File: src/rtl/mem_access_unit_if.sv
// Data-memory bus between the MEM-stage access unit (master) and the memory (slave).
interface mem_access_unit_if #(parameter int ADDR_W = 32);
  logic              mem_req;
  logic              mem_we;
  logic [ADDR_W-1:0] mem_addr;
  logic [3:0]        mem_be;
  logic [31:0]       mem_wdata;
  logic              mem_ack;
  logic [31:0]       mem_rdata;

  modport master (output mem_req, mem_we, mem_addr, mem_be, mem_wdata,
                  input  mem_ack, mem_rdata);
  modport slave  (input  mem_req, mem_we, mem_addr, mem_be, mem_wdata,
                  output mem_ack, mem_rdata);
endinterface

File: src/rtl/mem_access_unit.sv
// MEM-stage load/store controller: req/ack bus transactions, pipeline stall, load formatting.
// Optional bus timeout abort enabled by defining MEM_TIMEOUT_EN.
module mem_access_unit #(
  parameter int ADDR_W  = 32,
  parameter int TIMEOUT = 16
) (
  input  logic              clk,
  input  logic              reset,
  input  logic              op_valid,
  input  logic              mem_read,
  input  logic              mem_write,
  input  logic [1:0]        size,
  input  logic              load_unsigned,
  input  logic [ADDR_W-1:0] addr,
  input  logic [31:0]       store_data,
  output logic [31:0]       load_data,
  output logic              stall_out,
  output logic              misalign_err,
  output logic              bus_err,
  mem_access_unit_if.master bus
);

  typedef enum logic [1:0] {IDLE, BUSY, DONE} state_t;

  // Op attributes needed to format the read word once ack arrives.
  typedef struct packed {
    logic [1:0] size;
    logic       uns;
    logic [1:0] lane;
    logic       rd;
  } req_t;

  state_t      state;
  req_t        req_q;
  logic        access, misaligned;
  logic [3:0]  be_c;
  logic [31:0] wdata_c;

  assign access     = op_valid & (mem_read | mem_write);
  assign misaligned = ((size == 2'b01) & addr[0]) | (size[1] & (addr[1:0] != 2'b00));

  assign stall_out    = reset & (((state == IDLE) & access & ~misaligned) | (state == BUSY));
  assign misalign_err = reset & (state == IDLE) & access & misaligned;

  always_comb begin
    be_c    = 4'b1111;
    wdata_c = store_data;
    case (size)
      2'b00: begin
        be_c    = 4'b0001 << addr[1:0];
        wdata_c = {4{store_data[7:0]}};
      end
      2'b01: begin
        be_c    = addr[1] ? 4'b1100 : 4'b0011;
        wdata_c = {2{store_data[15:0]}};
      end
      default: ;
    endcase
  end

  function automatic logic [31:0] fmt(input logic [31:0] rdata, input req_t r);
    logic [31:0] sh;
    sh = rdata >> {r.lane, 3'b000};
    case (r.size)
      2'b00:   fmt = r.uns ? {24'b0, sh[7:0]}  : {{24{sh[7]}}, sh[7:0]};
      2'b01:   fmt = r.uns ? {16'b0, sh[15:0]} : {{16{sh[15]}}, sh[15:0]};
      default: fmt = rdata;
    endcase
  endfunction

`ifdef MEM_TIMEOUT_EN
  localparam int CNT_W = $clog2(TIMEOUT + 1);
  logic [CNT_W-1:0] cnt;
`else
  assign bus_err = 1'b0;
`endif

  always_ff @(posedge clk or negedge reset) begin
    if (!reset) begin
      state         <= IDLE;
      req_q         <= '0;
      load_data     <= '0;
      bus.mem_req   <= 1'b0;
      bus.mem_we    <= 1'b0;
      bus.mem_addr  <= '0;
      bus.mem_be    <= '0;
      bus.mem_wdata <= '0;
`ifdef MEM_TIMEOUT_EN
      cnt           <= '0;
      bus_err       <= 1'b0;
`endif
    end else begin
      case (state)
        IDLE: if (access && !misaligned) begin
          bus.mem_req   <= 1'b1;
          bus.mem_we    <= mem_write & ~mem_read;
          bus.mem_addr  <= {addr[ADDR_W-1:2], 2'b00};
          bus.mem_be    <= be_c;
          bus.mem_wdata <= wdata_c;
          req_q         <= '{size: size, uns: load_unsigned, lane: addr[1:0], rd: mem_read};
`ifdef MEM_TIMEOUT_EN
          cnt           <= '0;
`endif
          state         <= BUSY;
        end
        BUSY: if (bus.mem_ack) begin
          bus.mem_req <= 1'b0;
          bus.mem_we  <= 1'b0;
          bus.mem_be  <= '0;
          if (req_q.rd) load_data <= fmt(bus.mem_rdata, req_q);
          state       <= DONE;
        end
`ifdef MEM_TIMEOUT_EN
        // Ack takes priority; abort only when the last allowed cycle also misses it.
        else if (cnt == CNT_W'(TIMEOUT - 1)) begin
          bus.mem_req <= 1'b0;
          bus.mem_we  <= 1'b0;
          bus.mem_be  <= '0;
          bus_err     <= 1'b1;
          load_data   <= '0;
          state       <= DONE;
        end else begin
          cnt <= cnt + 1'b1;
        end
`endif
        DONE: begin
`ifdef MEM_TIMEOUT_EN
          bus_err <= 1'b0;
`endif
          state   <= IDLE;
        end
        default: state <= IDLE;
      endcase
    end
  end

endmodule

File: src/flat_wrapper.sv
// flat-port wrapper written by rule: the top's interface ports become plain ports
module mem_access_unit_flat 
#(
  parameter int ADDR_W  = 32,
  parameter int TIMEOUT = 16
)
  (clk, reset, op_valid, mem_read, mem_write, size, load_unsigned, addr, store_data, load_data, stall_out, misalign_err, bus_err, bus_mem_req, bus_mem_we, bus_mem_addr, bus_mem_be, bus_mem_wdata, bus_mem_ack, bus_mem_rdata);
  mem_access_unit_if #(.ADDR_W(ADDR_W)) bus_i ();
  input  logic clk;
  input  logic reset;
  input  logic op_valid;
  input  logic mem_read;
  input  logic mem_write;
  input  logic [1:0] size;
  input  logic load_unsigned;
  input  logic [ADDR_W-1:0] addr;
  input  logic [31:0] store_data;
  output logic [31:0] load_data;
  output logic stall_out;
  output logic misalign_err;
  output logic bus_err;
  output wire logic [$bits(bus_i.mem_req)-1:0] bus_mem_req;
  output wire logic [$bits(bus_i.mem_we)-1:0] bus_mem_we;
  output wire logic [$bits(bus_i.mem_addr)-1:0] bus_mem_addr;
  output wire logic [$bits(bus_i.mem_be)-1:0] bus_mem_be;
  output wire logic [$bits(bus_i.mem_wdata)-1:0] bus_mem_wdata;
  input wire logic [$bits(bus_i.mem_ack)-1:0] bus_mem_ack;
  input wire logic [$bits(bus_i.mem_rdata)-1:0] bus_mem_rdata;
  assign bus_mem_req = bus_i.mem_req;
  assign bus_mem_we = bus_i.mem_we;
  assign bus_mem_addr = bus_i.mem_addr;
  assign bus_mem_be = bus_i.mem_be;
  assign bus_mem_wdata = bus_i.mem_wdata;
  assign bus_i.mem_ack = bus_mem_ack;
  assign bus_i.mem_rdata = bus_mem_rdata;
  mem_access_unit #(.ADDR_W(ADDR_W), .TIMEOUT(TIMEOUT)) u_core (.clk(clk), .reset(reset), .op_valid(op_valid), .mem_read(mem_read), .mem_write(mem_write), .size(size), .load_unsigned(load_unsigned), .addr(addr), .store_data(store_data), .load_data(load_data), .stall_out(stall_out), .misalign_err(misalign_err), .bus_err(bus_err), .bus(bus_i));
endmodule
File: config.mk
export PLATFORM = sky130hd
export DESIGN_NAME = mem_access_unit_flat
export DESIGN_NICKNAME = d
export VERILOG_FILES = /design/src/rtl/mem_access_unit_if.sv /design/src/rtl/mem_access_unit.sv /design/src/flat_wrapper.sv
export SDC_FILE = /design/constraint.sdc
export NUM_CORES = 1
export LEC_CHECK = 0
export ABC_AREA = 1
export CAP_MARGIN = 15
export CORE_MARGIN = 2
export CORE_UTILIZATION = 65
export CTS_BUF_LIST = sky130_fd_sc_hd__clkbuf_4
export CTS_CLUSTER_DIAMETER = 100
export CTS_CLUSTER_SIZE = 30
export DETAILED_ROUTE_END_ITERATION = 8
export DONT_BUFFER_PORTS = 1
export PLACE_DENSITY = 0.77
export RECOVER_POWER = 50
export SLEW_MARGIN = 10
export SYNTH_ARGS = -nofsm -noshare
export SYNTH_HDL_FRONTEND = slang
export SYNTH_SLANG_ARGS = --single-unit
File: constraint.sdc
create_clock -name clk -period 1.65 [get_ports clk]
set_clock_uncertainty 0.05 [all_clocks]
set_input_delay 0.165 -clock clk [delete_from_list [all_inputs] [get_ports clk]]
set_output_delay 0.165 -clock clk [all_outputs]
set_load 0.05 [all_outputs]
; ---- Word-level counts from Yosys, hierarchy flattened
; Index checks and enable logic that the tools add are counted.
[totals]
reg_bits = 108
[op_classes]
eq_ne = 5
shift = 2
mux = 17
bitwise_logic = 15
n_reduce_logical = 11
[op_table]
columns = op, n
row1 = 32-bit case mux with 2 select lines, 2
row2 = 32-bit 2-to-1 mux, 2
row3 = 32-bit by 5-bit >> shifter with 16-bit output, 1
row4 = 4-bit case mux with 2 select lines, 2
row5 = 4-bit 2-to-1 mux, 3
row6 = 1-bit bitwise AND, 10
row7 = 2-bit by 1-bit equality test with 1-bit output (second input constant), 3
row8 = 2-bit logical NOT, 3
row9 = 3-bit AND reduction, 2
row10 = 2-bit 2-to-1 mux, 2
row11 = 2-bit != test (second input constant), 2
row12 = 1-bit case mux with 2 select lines, 2
row13 = 2-bit case mux with 2 select lines, 1
row14 = 2-bit AND reduction, 2
row15 = 2-bit nonzero test, 2
row16 = 1-bit by 2-bit << shifter with 4-bit output (first input constant), 1
row17 = 1-bit 2-to-1 mux, 3
row18 = 1-bit bitwise OR, 3
row19 = 1-bit inverter, 2
row20 = 1-bit logical AND, 1
row21 = 1-bit logical NOT, 1

; ---- Longest topological paths before layout
[logic_depth]
depth_word = 7
depth_mapped = 10
mapped_depth_nobuf = 8

; ---- Worst setup path after synthesis
; No wires, ideal clock.
[synth_path]
path_type = register to output
startpoint = register u_core.state[0]
endpoint = output port stall_out
arrival_time_ns = 2.051
required_ns = 1.435
setup_slack_ns = -0.616
stages_incl_launch_ff = 7
path_cell_list = dfrtp_1 > inv_1 > nand3_1 > nor2_2 > nand2_2 > clkbuf_1 > a21boi_0
[synth_between]
elab_chain_cells = 5
elab_cells_between_ends = 6
classes_between = 1 x eq/ne / 4 x bitwise / 1 x reduce/logical
[synth_lines]
columns = element, line_no
row1 = start: declaration, mem_access_unit.sv:33  ; state_t state;
row2 = start signal: assignment, mem_access_unit.sv:80  ; state <= IDLE;
row3 = start signal: assignment, mem_access_unit.sv:104  ; state <= BUSY;
row4 = start signal: assignment, mem_access_unit.sv:111  ; state <= DONE;
row5 = 2-bit logical NOT, mem_access_unit.sv:42  ; assign stall_out = reset & (((state == IDLE) & access & ~misaligned) | (state == BUSY));
row6 = 1-bit bitwise AND (2 in a row), mem_access_unit.sv:42
row7 = 1-bit bitwise OR (*), mem_access_unit.sv:42
row8 = 1-bit bitwise AND (*), mem_access_unit.sv:42
row9 = end: declaration, flat_wrapper.sv:19  ; output logic stall_out;
; Mark *: on every way between the ends. The rest lies on a longest branch, timed or not.

; ---- Worst setup path after layout
; Same ends and word-level chain as after synthesis.

==> metrics list <==
* Outcome: finished with violations
- Violations in the final reports: hold timing, setup timing
- Global-route congestion overflow total: 0
- Detailed placement finished with a half-perimeter wire length of 9.63 mm.
- After detailed routing, the average wire length per cell comes to 19.7 µm.
* Number of enable-type register cells in the synthesized netlist: 0
- In this design, the stage delay of the slowest critical-path cell is around 430 ps.
* Routed vias/inst: 6.05
- Post-detailed-route count of antenna-violating nets: 0
- Ratio of cells with drive above 1 in the final layout: 14.4%
- After layout, the minimum clock period comes to 1860 ps.
* Level count of the clock H-tree: 3
- Dominant register cell in the synthesized netlist: sky130_fd_sc_hd__dfrtp_1
- Critical path data arrival time: 1640 ps
- Wire length of the first global-routing pass: 27.5 mm
- Summing all multi-input logic gate instances after layout gives 2210 µm².
* Number of distinct library cells after synthesis: 26
* Worst Max-Slew Pin Slew: 942 ps
* Worst path cell trace: inv_2 > nand3_2 > nor2_4 > nand2_2 > buf_12 > a21boi_2 > buf_6
- Max frequency: roughly 0.54 GHz
- By area the synthesized netlist is led by sky130_fd_sc_hd__dfrtp_1 51%, sky130_fd_sc_hd__nand2_1 18%, sky130_fd_sc_hd__o21ai_0 5.6%.
- Area taken by flip-flops and latches: ~2700 µm²
- Total die area: 8870 µm²
- GRT Total Usage: 40.6%
- The mapped netlist covers 5290 µm².
- 210 I/O pins were placed.
* Fraction of synthesized cell area taken by the top area cell type: 51.1%
- After the last flow step, the layout net total stands at 912.
* Leak Pwr: approximately 0.0036 µW
- The final critical path takes up 113% of the cycle.
- After clock tree synthesis, the clock-pin slew on the worst setup and hold paths is 200 ps.
* Routed vias: 5,534
- Clock latency on the worst-skew pair, taken at its later pin, is 460 ps.
* Placed insts: 785
* Vertical die dimension: 94.2 µm
- TritonCTS built the clock tree.
* Flop and latch count out of synthesis: about 110
- Fraction of registers with async set/reset: 100%
- Largest voltage drop on the vdd net: 0.00115 V
* Max cap viols: 0
- Mean instance size in the synthesized netlist: 7.80 µm²
- Clock tree synthesis found a total of 108 sinks.
* Yosys warning total: 0
- For this block, the initial DRC count from the detailed router was 484.
- Worst path slowest cell: sky130_fd_sc_hd__dfrtp_1
- The via count of the first global-routing pass is 5,429.
- Setup total negative slack on the finished layout was measured at -2560 ps.
- DRT Pass-1 Iters: 5
- Counting instances in the post-synthesis netlist gives the leading cell types as 252 x sky130_fd_sc_hd__nand2_1, 108 x sky130_fd_sc_hd__dfrtp_1, 59 x sky130_fd_sc_hd__o21ai_0.
- After floorplanning, the core was divided into 32 placement rows.
* Cell area power density: 1750 nW/µm²
- Setup repair after global routing missed its margin: true
- Number of slew-limit violations in the final report: 0
- For this configuration, the core starts out at a cell density of 67.7%.
- Filler instances: 390
- Leaving out filler cells and counting taps, the final layout contains between 900 and 1,000.
- Number of clock buffers inserted by TritonCTS: 9
- Yosys instantiated no cell more often than sky130_fd_sc_hd__nand2_1.
* Data required time of the worst path: 1430 ps
- Setup violations remaining at the end of the flow were counted as 28.
* Clock buffer depth: 2
- Final number of hold-violating endpoints: 108
* Number of buffers added to fix hold violations after cts: 101
* Initial antenna violation count: 0
* Drt drc: 0
* Drt total wl: 18.1 mm
- Total Power Consumption: 12,100 µW
- Area of the placeable core: around 7800 µm²
- The worst setup path is launched from a register.
* Slew Limit Headroom: 37.0%
* Placer's final routability congestion estimate: 1.00
- Sequential fraction of the synthesis area: 51.1%
- The root buffer cell chosen for the clock tree is sky130_fd_sc_hd__clkbuf_4.
- Entering global routing, the biggest net connects 111 pins.
- sky130_fd_sc_hd__dfrtp_1 takes more of the synthesized area than any other cell.
- Worst slack on hold paths: -697 ps
* Relative area change from synthesis to final layout: 30.4%
- Die extent in x: 94.2 µm
- The worst setup path is of the register to primary output kind.
- During placement, the flow inserted port buffers numbering 0.
* Cell count after synthesis: just under 700
- STA classifies the critical path endpoint as a primary output.
* HP Class: primary input to async pin
- In this run the worst path has a maximum fanout of 2.
* Final Worst Setup Slack: -207 ps
placed cells by master (no fill, tap or decap), types with 3 or more instances in the layout:
cell,instances
sky130_fd_sc_hd__a21boi_1,8
sky130_fd_sc_hd__a21oi_1,52
sky130_fd_sc_hd__nand3_2,3
sky130_fd_sc_hd__dfrtp_1,107
sky130_fd_sc_hd__o21ai_1,9
sky130_fd_sc_hd__buf_4,20
sky130_fd_sc_hd__o21ai_0,55
sky130_fd_sc_hd__dlygate4sd3_1,101
sky130_fd_sc_hd__inv_1,49
sky130_fd_sc_hd__a21oi_2,3
sky130_fd_sc_hd__buf_12,6
sky130_fd_sc_hd__nand3_1,45
sky130_fd_sc_hd__inv_2,3
sky130_fd_sc_hd__conb_1,3
sky130_fd_sc_hd__or2_2,24
sky130_fd_sc_hd__nor2_1,12
sky130_fd_sc_hd__clkbuf_2,24
sky130_fd_sc_hd__clkbuf_4,9
sky130_fd_sc_hd__nand2_1,252
sky130_fd_sc_hd__clkinv_4,3
critical path, delay by kind of cell (launching register included):
| family | cells | cell delay, ps |
|---|---|---|
| AOI/OAI and AO/OA | 1 | 120 |
| buffers and inverters | 3 | 360 |
| and+or+nand+nor | 3 | 270 |
| DFF | 1 | 430 |
logic make-up (layout without fill, tap and decap cells):
logic type,count (synthesis),after routing,share of synthesized area [%]
and+or+nand+nor,343,343,28.1
AOI/OAI and AO/OA,131,131,12.9
DFF,108,108,51.1
buffers and inverters,95,227,7.81
other,1,4,0.0709
metrics by stage:
step / utilization (%) / cell area (µm²) / setup WS (ps)
after global placement: 71.8 / 5610 / 129
after floorplan: - / 5300 / 8.25
final: 88.3 / 6900 / -207
after detailed placement: 71.8 / 5610 / 41.3
after global routing: 88.3 / 6900 / -268
after CTS: 87.9 / 6870 / -256
layer usage:
layer | vias up | share of wire, % | wire length [µm] | global-route usage (%)
met5 | - | 0 | 0 | 0
met2 | 437 | 50 | 8970 | 67.3
li1 | 2408 | - | - | -
met1 | 2581 | 33 | 5920 | 47.0
met4 | 0 | 5.1 | 916 | 22.3
met3 | 108 | 12 | 2240 | 12.4
power breakdown:
group          internal, µW  total (µW)  switching (µW)
logic                  1440        4320            2880
registers              3550        6390            2840
clock network           351        1360            1010
total                  5330       12100            6730
flip-flops by register name, summed over array words and instances (netlist names):
name and count:
u_core.bus.mem_we 1, u_core.bus.mem_wdata 32, u_core.bus.mem_req 1, u_core.req_q 6
u_core.load_data 32, u_core.bus.mem_addr 30, u_core.state 2, u_core.bus.mem_be 4
final timing paths:
path / from / cells past startpoint / slack (ps) / to
setup / recovery: u_core.state[0] / 7 / -210 / stall_out
hold / removal: reset / 0 / -700 / u_core.bus.mem_wdata[23]
setup reg to reg: u_core.state[1] / 10 / -130 / u_core.load_data[30]
hold reg to reg: u_core.req_q[4] / 2 / 490 / u_core.req_q[4]
max in group asynchronous: reset / 0 / 2030 / u_core.bus.mem_addr[30]
min in group clk: bus_mem_rdata[29] / 4 / 20 / u_core.load_data[13]
timing repair:
| action | 4_1_cts | 5_1_grt |
|---|---|---|
| gates resized for setup | 4 | 19 |
| hold endpoints to repair | 215 | 108 |
| pin swaps | 2 | 4 |
| endpoints found under the setup margin | 2 | 60 |
| setup buffers | 4 | 6 |
| cloned | 2 | 0 |
layout make-up:
type | count | share of cell area, %
clock buffer | 9 | 0.980
inverter | 55 | 3.10
antenna | 1 | 0.0363
sequential | 108 | 39.2
clock inverter | 7 | 1.02
multi-input combinational | 477 | 32.0
tap | 102 | 1.85
timing repair buffer | 156 | 21.8
No activity file was read; power rests on OpenSTA's default activity.
==> patch 1, RTL diff (config.mk and constraints unchanged) <==
`ADDR_W` is set to 32 in 3 places; all go to 16.
--- a/src/rtl/mem_access_unit_if.sv
+++ b/src/rtl/mem_access_unit_if.sv
@@ -1,5 +1,5 @@
 // Data-memory bus between the MEM-stage access unit (master) and the memory (slave).
-interface mem_access_unit_if #(parameter int ADDR_W = 32);
+interface mem_access_unit_if #(parameter int ADDR_W = 16);
   logic              mem_req;
   logic              mem_we;
   logic [ADDR_W-1:0] mem_addr;
--- a/src/rtl/mem_access_unit.sv
+++ b/src/rtl/mem_access_unit.sv
@@ -1,7 +1,7 @@
 // MEM-stage load/store controller: req/ack bus transactions, pipeline stall, load formatting.
 // Optional bus timeout abort enabled by defining MEM_TIMEOUT_EN.
 module mem_access_unit #(
-  parameter int ADDR_W  = 32,
+  parameter int ADDR_W  = 16,
   parameter int TIMEOUT = 16
 ) (
   input  logic              clk,
--- a/src/flat_wrapper.sv
+++ b/src/flat_wrapper.sv
@@ -1,7 +1,7 @@
 // flat-port wrapper written by rule: the top's interface ports become plain ports
 module mem_access_unit_flat 
 #(
-  parameter int ADDR_W  = 32,
+  parameter int ADDR_W  = 16,
   parameter int TIMEOUT = 16
 )
   (clk, reset, op_valid, mem_read, mem_write, size, load_unsigned, addr, store_data, load_data, stall_out, misalign_err, bus_err, bus_mem_req, bus_mem_we, bus_mem_addr, bus_mem_be, bus_mem_wdata, bus_mem_ack, bus_mem_rdata);
Ports: changed (resized addr and bus_mem_addr); port bits go from 210 to 178. No check against the original RTL was run, so the function may have changed too.
==> patch 1 against the unedited design <==
The run still ends with hold timing, setup timing left; sequential cell count shrank 16; maximum frequency down 1.4%; synthesized area is 11% lower; routed wire length rose by 3.1%; global-route usage increased by 2.9 points; final cell count fell by 10%; total power fell by 8.0%; final area down 10%; worst setup slack got worse by 0.027 ns; count of clock-buffer cells in the layout unchanged; non-clock buffer count is 22 lower; combinational power about the same; critical path type unchanged; critical endpoint is now misalign_err; largest cell class unchanged; largest power group unchanged.
==> patch 1: results (changes against the unedited design) <==
INFO  metric floorplan.tapcells = 96 (-5.9%)
INFO  metric status = finished, violations left
INFO  metric failed_checks = hold timing, setup timing
INFO  metric setup_viol_count_final = 40 (+43%)
INFO  metric post_cts_resized = 6 (+2)
INFO  metric total_leakage_power = 3.14 nW (-12%)
INFO  metric filler_cell_count_in_the_final_layout = 322 (-17%)
INFO  metric layout.non_clock_buffers = 134 (-14%)
INFO  metric drt-total-wl = 18.6 mm (+3.1%)
INFO  metric timing.hold.ws = -0.701 ns (-0.00410 ns)
INFO  metric place.gp.congestion = 1.01 (+0.49%)
INFO  metric fin_nets = 810 (-11%)
INFO  metric buffer_area_share = 22.2% (+0.37 points)
INFO  metric cts.reportedPaths.clkPinSlew = 0.18 ns (-0.02 ns)
INFO  metric yosys.cell_types.count = 25 (-3.8%)
INFO  metric detail_route.iter0.violations = 831 (+72%)
INFO  metric worst-r2r-setup-slack = -0.07 ns (+0.06 ns)
INFO  metric number_of_global_route_vias_before_repair = 5073 (-6.6%)
INFO  metric dp_hpwl = 8.63 mm (-10%)
INFO  metric tightest_slew = 0.963 ns (+0.0206 ns)
INFO  metric timing.critical_path.arrival = 1.67 ns (+0.03 ns)
INFO  metric post-cts-setup-buffer-count = 3 (-1)
INFO  metric maximum_number_of_pins_on_one_net_before_global_route_repair = 95 (-14%)
INFO  metric clock_cell_area_share = 2.22% (+0.22 points)
INFO  metric crit_path_end = misalign_err
INFO  metric synth.yosys.seq_area_share = 49.1% (-2.0 points)
INFO  metric drive_gt1_share = 16.4% (+2.0 points)
INFO  metric wire_length_of_the_first_global_routing_pass = 25.7 mm (-6.5%)
INFO  metric final_setup_margin = -0.234 ns (-0.0265 ns)
INFO  metric largestRegisters = u_core.bus.mem_wdata (32), u_core.load_data (32), u_core.bus.mem_addr (14)
INFO  metric clock_insertion_delay_worst_skew = 0.48 ns (+0.02 ns)
INFO  metric hold_violations = 92 (-15%)
INFO  metric detail_route.first_pass.iterations = 7 (+2)
INFO  metric synth_compound_gate_area_share = 14.5% (+1.7 points)
INFO  metric seq-cell-share = 37.1% (-2.1 points)
## patch 1: how the worst min path moves through the flow
stage / start / endpoint / slack (ns)
floorplan: reset / u_core.bus.mem_addr[10] / -0.18
global placement: reset / u_core.load_data[4] / -0.18
detailed placement: reset / u_core.load_data[4] / -0.18
CTS: reset / u_core.bus.mem_addr[4] / -0.70
global route: reset / u_core.bus.mem_addr[15] / -0.74
finish: reset / u_core.req_q[3] / -0.70
## patch 1: power by group
| group | internal, mW | switching [mW] | total [mW] | leakage, nW |
|---|---|---|---|---|
| registers | 3.05 | 2.43 | 5.48 | 1.13 |
| clock network | 0.349 | 0.945 | 1.29 | 0.0718 |
| logic | 1.51 | 2.82 | 4.33 | 1.94 |
## patch 1: stage by stage
| stage | hold slack [ns] | setup TNS (ns) | util, % |
|---|---|---|---|
| 6_report | -0.701 | -1.49 | 90.3 |
| 5_1_grt | -0.744 | -2.48 | 90.3 |
| 4_1_cts | -0.696 | -0.215 | 87.4 |
| 3_5_place_dp | -0.179 | 0 | 72.6 |
| 3_3_place_gp | -0.179 | 0 | 72.6 |
| 2_1_floorplan | -0.181 | 0 | - |
## patch 1: worst max-delay path, cell delays in order, from the launching register on
cell	delay, ns
sky130_fd_sc_hd__dfrtp_1	0.44
sky130_fd_sc_hd__inv_1	0.09
sky130_fd_sc_hd__nand3_2	0.09
sky130_fd_sc_hd__nor2_4	0.15
sky130_fd_sc_hd__nand2_1	0.09
sky130_fd_sc_hd__nor2_2	0.13
sky130_fd_sc_hd__buf_6	0.19
## patch 1: metal layers
metal / wire, µm / up-vias / track usage (%)
met1: 6110 / 2454 / 52.5
li1: - / 2167 / -
met3: 2690 / 150 / 13.5
met4: 1250 / 0 / 20.8
met5: 0 / - / 0
met2: 8550 / 584 / 71.6
==> patch 2, RTL diff (same settings) <==
Without the edit above. The 3 states of `state_t` get a one-hot encoding in 3 bits.
--- a/src/rtl/mem_access_unit.sv
+++ b/src/rtl/mem_access_unit.sv
@@ -20,7 +20,7 @@
   mem_access_unit_if.master bus
 );
 
-  typedef enum logic [1:0] {IDLE, BUSY, DONE} state_t;
+  typedef enum logic [2:0] {IDLE = 3'b001, BUSY = 3'b010, DONE = 3'b100} state_t;
 
   // Op attributes needed to format the read word once ack arrives.
   typedef struct packed {
Check against the original RTL: no difference found for any inputs over 4 cycles, from zero or initial values and one cycle with reset low; so few cycles prove little.
==> patch 2 against the unedited design <==
The run still ends with hold timing, setup timing left; core utilization down 0.055 points; worst setup slack worse by 0.060 ns; synthesized area up 2.4%; hold slack better by 0.014 ns; final area up 4.1%; sequential cell count up 1; critical endpoint unchanged; routed wire length up 1.5%; final cell count up 4.2%; sequential power down 7.4%; count of clock-buffer cells in the layout unchanged; clock power down 6%; combinational power down 20%; first-iteration DRC count up 0.41%; total power down 12%.
==> patch 2: results (changes against the unedited design) <==
INFO  metric post_cts_resized = 5 (+1)
INFO  metric ir_worst_vdd = 1000 µV (-13%)
INFO  metric worst_r2r_path_depth = 6 (-4)
INFO  metric worst_slack_after_detailed_placement = 0.0356 ns (-0.00561 ns)
INFO  metric setup_viol_count_final = 10 (-64%)
INFO  metric worst-r2r-setup-slack = -0.15 ns (-0.02 ns)
INFO  metric synth.yosys.seq_area_share = 50.4% (-0.73 points)
INFO  metric failed_checks = hold timing, setup timing
INFO  metric status = finished, violations left
INFO  metric dp_hpwl = 9.83 mm (+2.0%)
INFO  metric multi_input_comb_area = 2360 µm² (+6.8%)
INFO  metric internal_power = 4.98 mW (-6.7%)
INFO  metric number_of_combinational_gates_with_multiple_inputs = 496 (+4.0%)
INFO  metric hold_violations = 109 (+0.93%)
INFO  metric timing.rr.start = u_core.req_q[1]
INFO  metric cpPeakStageDelay = 0.58 ns (+0.15 ns)
INFO  metric comb_power = 3.46 mW (-20%)
INFO  metric netlist_top_cells_area = sky130_fd_sc_hd__dfrtp_1, sky130_fd_sc_hd__nand2_1, sky130_fd_sc_hd__inv_1
INFO  metric met2WireLength = 8.92 mm (-0.57%)
INFO  metric seq-cell-share = 38.0% (-1.2 points)
INFO  metric total_leakage_power = 3.87 nW (+8.6%)
INFO  metric track_usage = 37.2% (-3.4 points)
INFO  metric gr_layer_usage_met2 = 61.2% (-6.1 points)
INFO  metric grt_antenna_before_repair = 1 (+1)
INFO  metric place.gp.congestion = 0.873 (-13%)
INFO  metric buffer_area_share = 21.5% (-0.30 points)
INFO  metric detail_route.first_pass.iterations = 6 (+1)
INFO  metric filler_cell_count_in_the_final_layout = 406 (+4.1%)
INFO  metric final_setup_margin = -0.267 ns (-0.0600 ns)
INFO  metric timing.hold.ws = -0.683 ns (+0.0144 ns)
## patch 2: cell types whose count changed after synthesis, sizes merged, moves of 2 or more
cell,before,now
a21oi,56,49
clkbuf,13,11
inv,54,72
nand2,255,287
nand3,49,41
nor2,15,25
o21ai,65,56
## patch 2: metrics by stage
step           instance area [µm²]  util, %  instances
4_1_cts                       6880     84.6        944
2_1_floorplan                 5430        -        717
5_1_grt                       7180     88.3        953
6_report                      7180     88.3        953
3_3_place_gp                  5700     70.1        823
3_5_place_dp                  5700     70.1        823
## patch 2: cells by family after synthesis
logic type / Yosys count / synth area share, %
AO/OA/AOI/OAI: 114 / 11.0
buffers and inverters: 112 / 9.01
flip-flops: 109 / 50.4
other: 1 / 0.0692
AND/OR/NAND/NOR: 379 / 29.5
## patch 2: critical path, delay by kind of cell (launching register included)
kind / cells / cell delay [ns]
simple gates: 5 / 0.47
flops: 1 / 0.58
buf+inv: 2 / 0.19
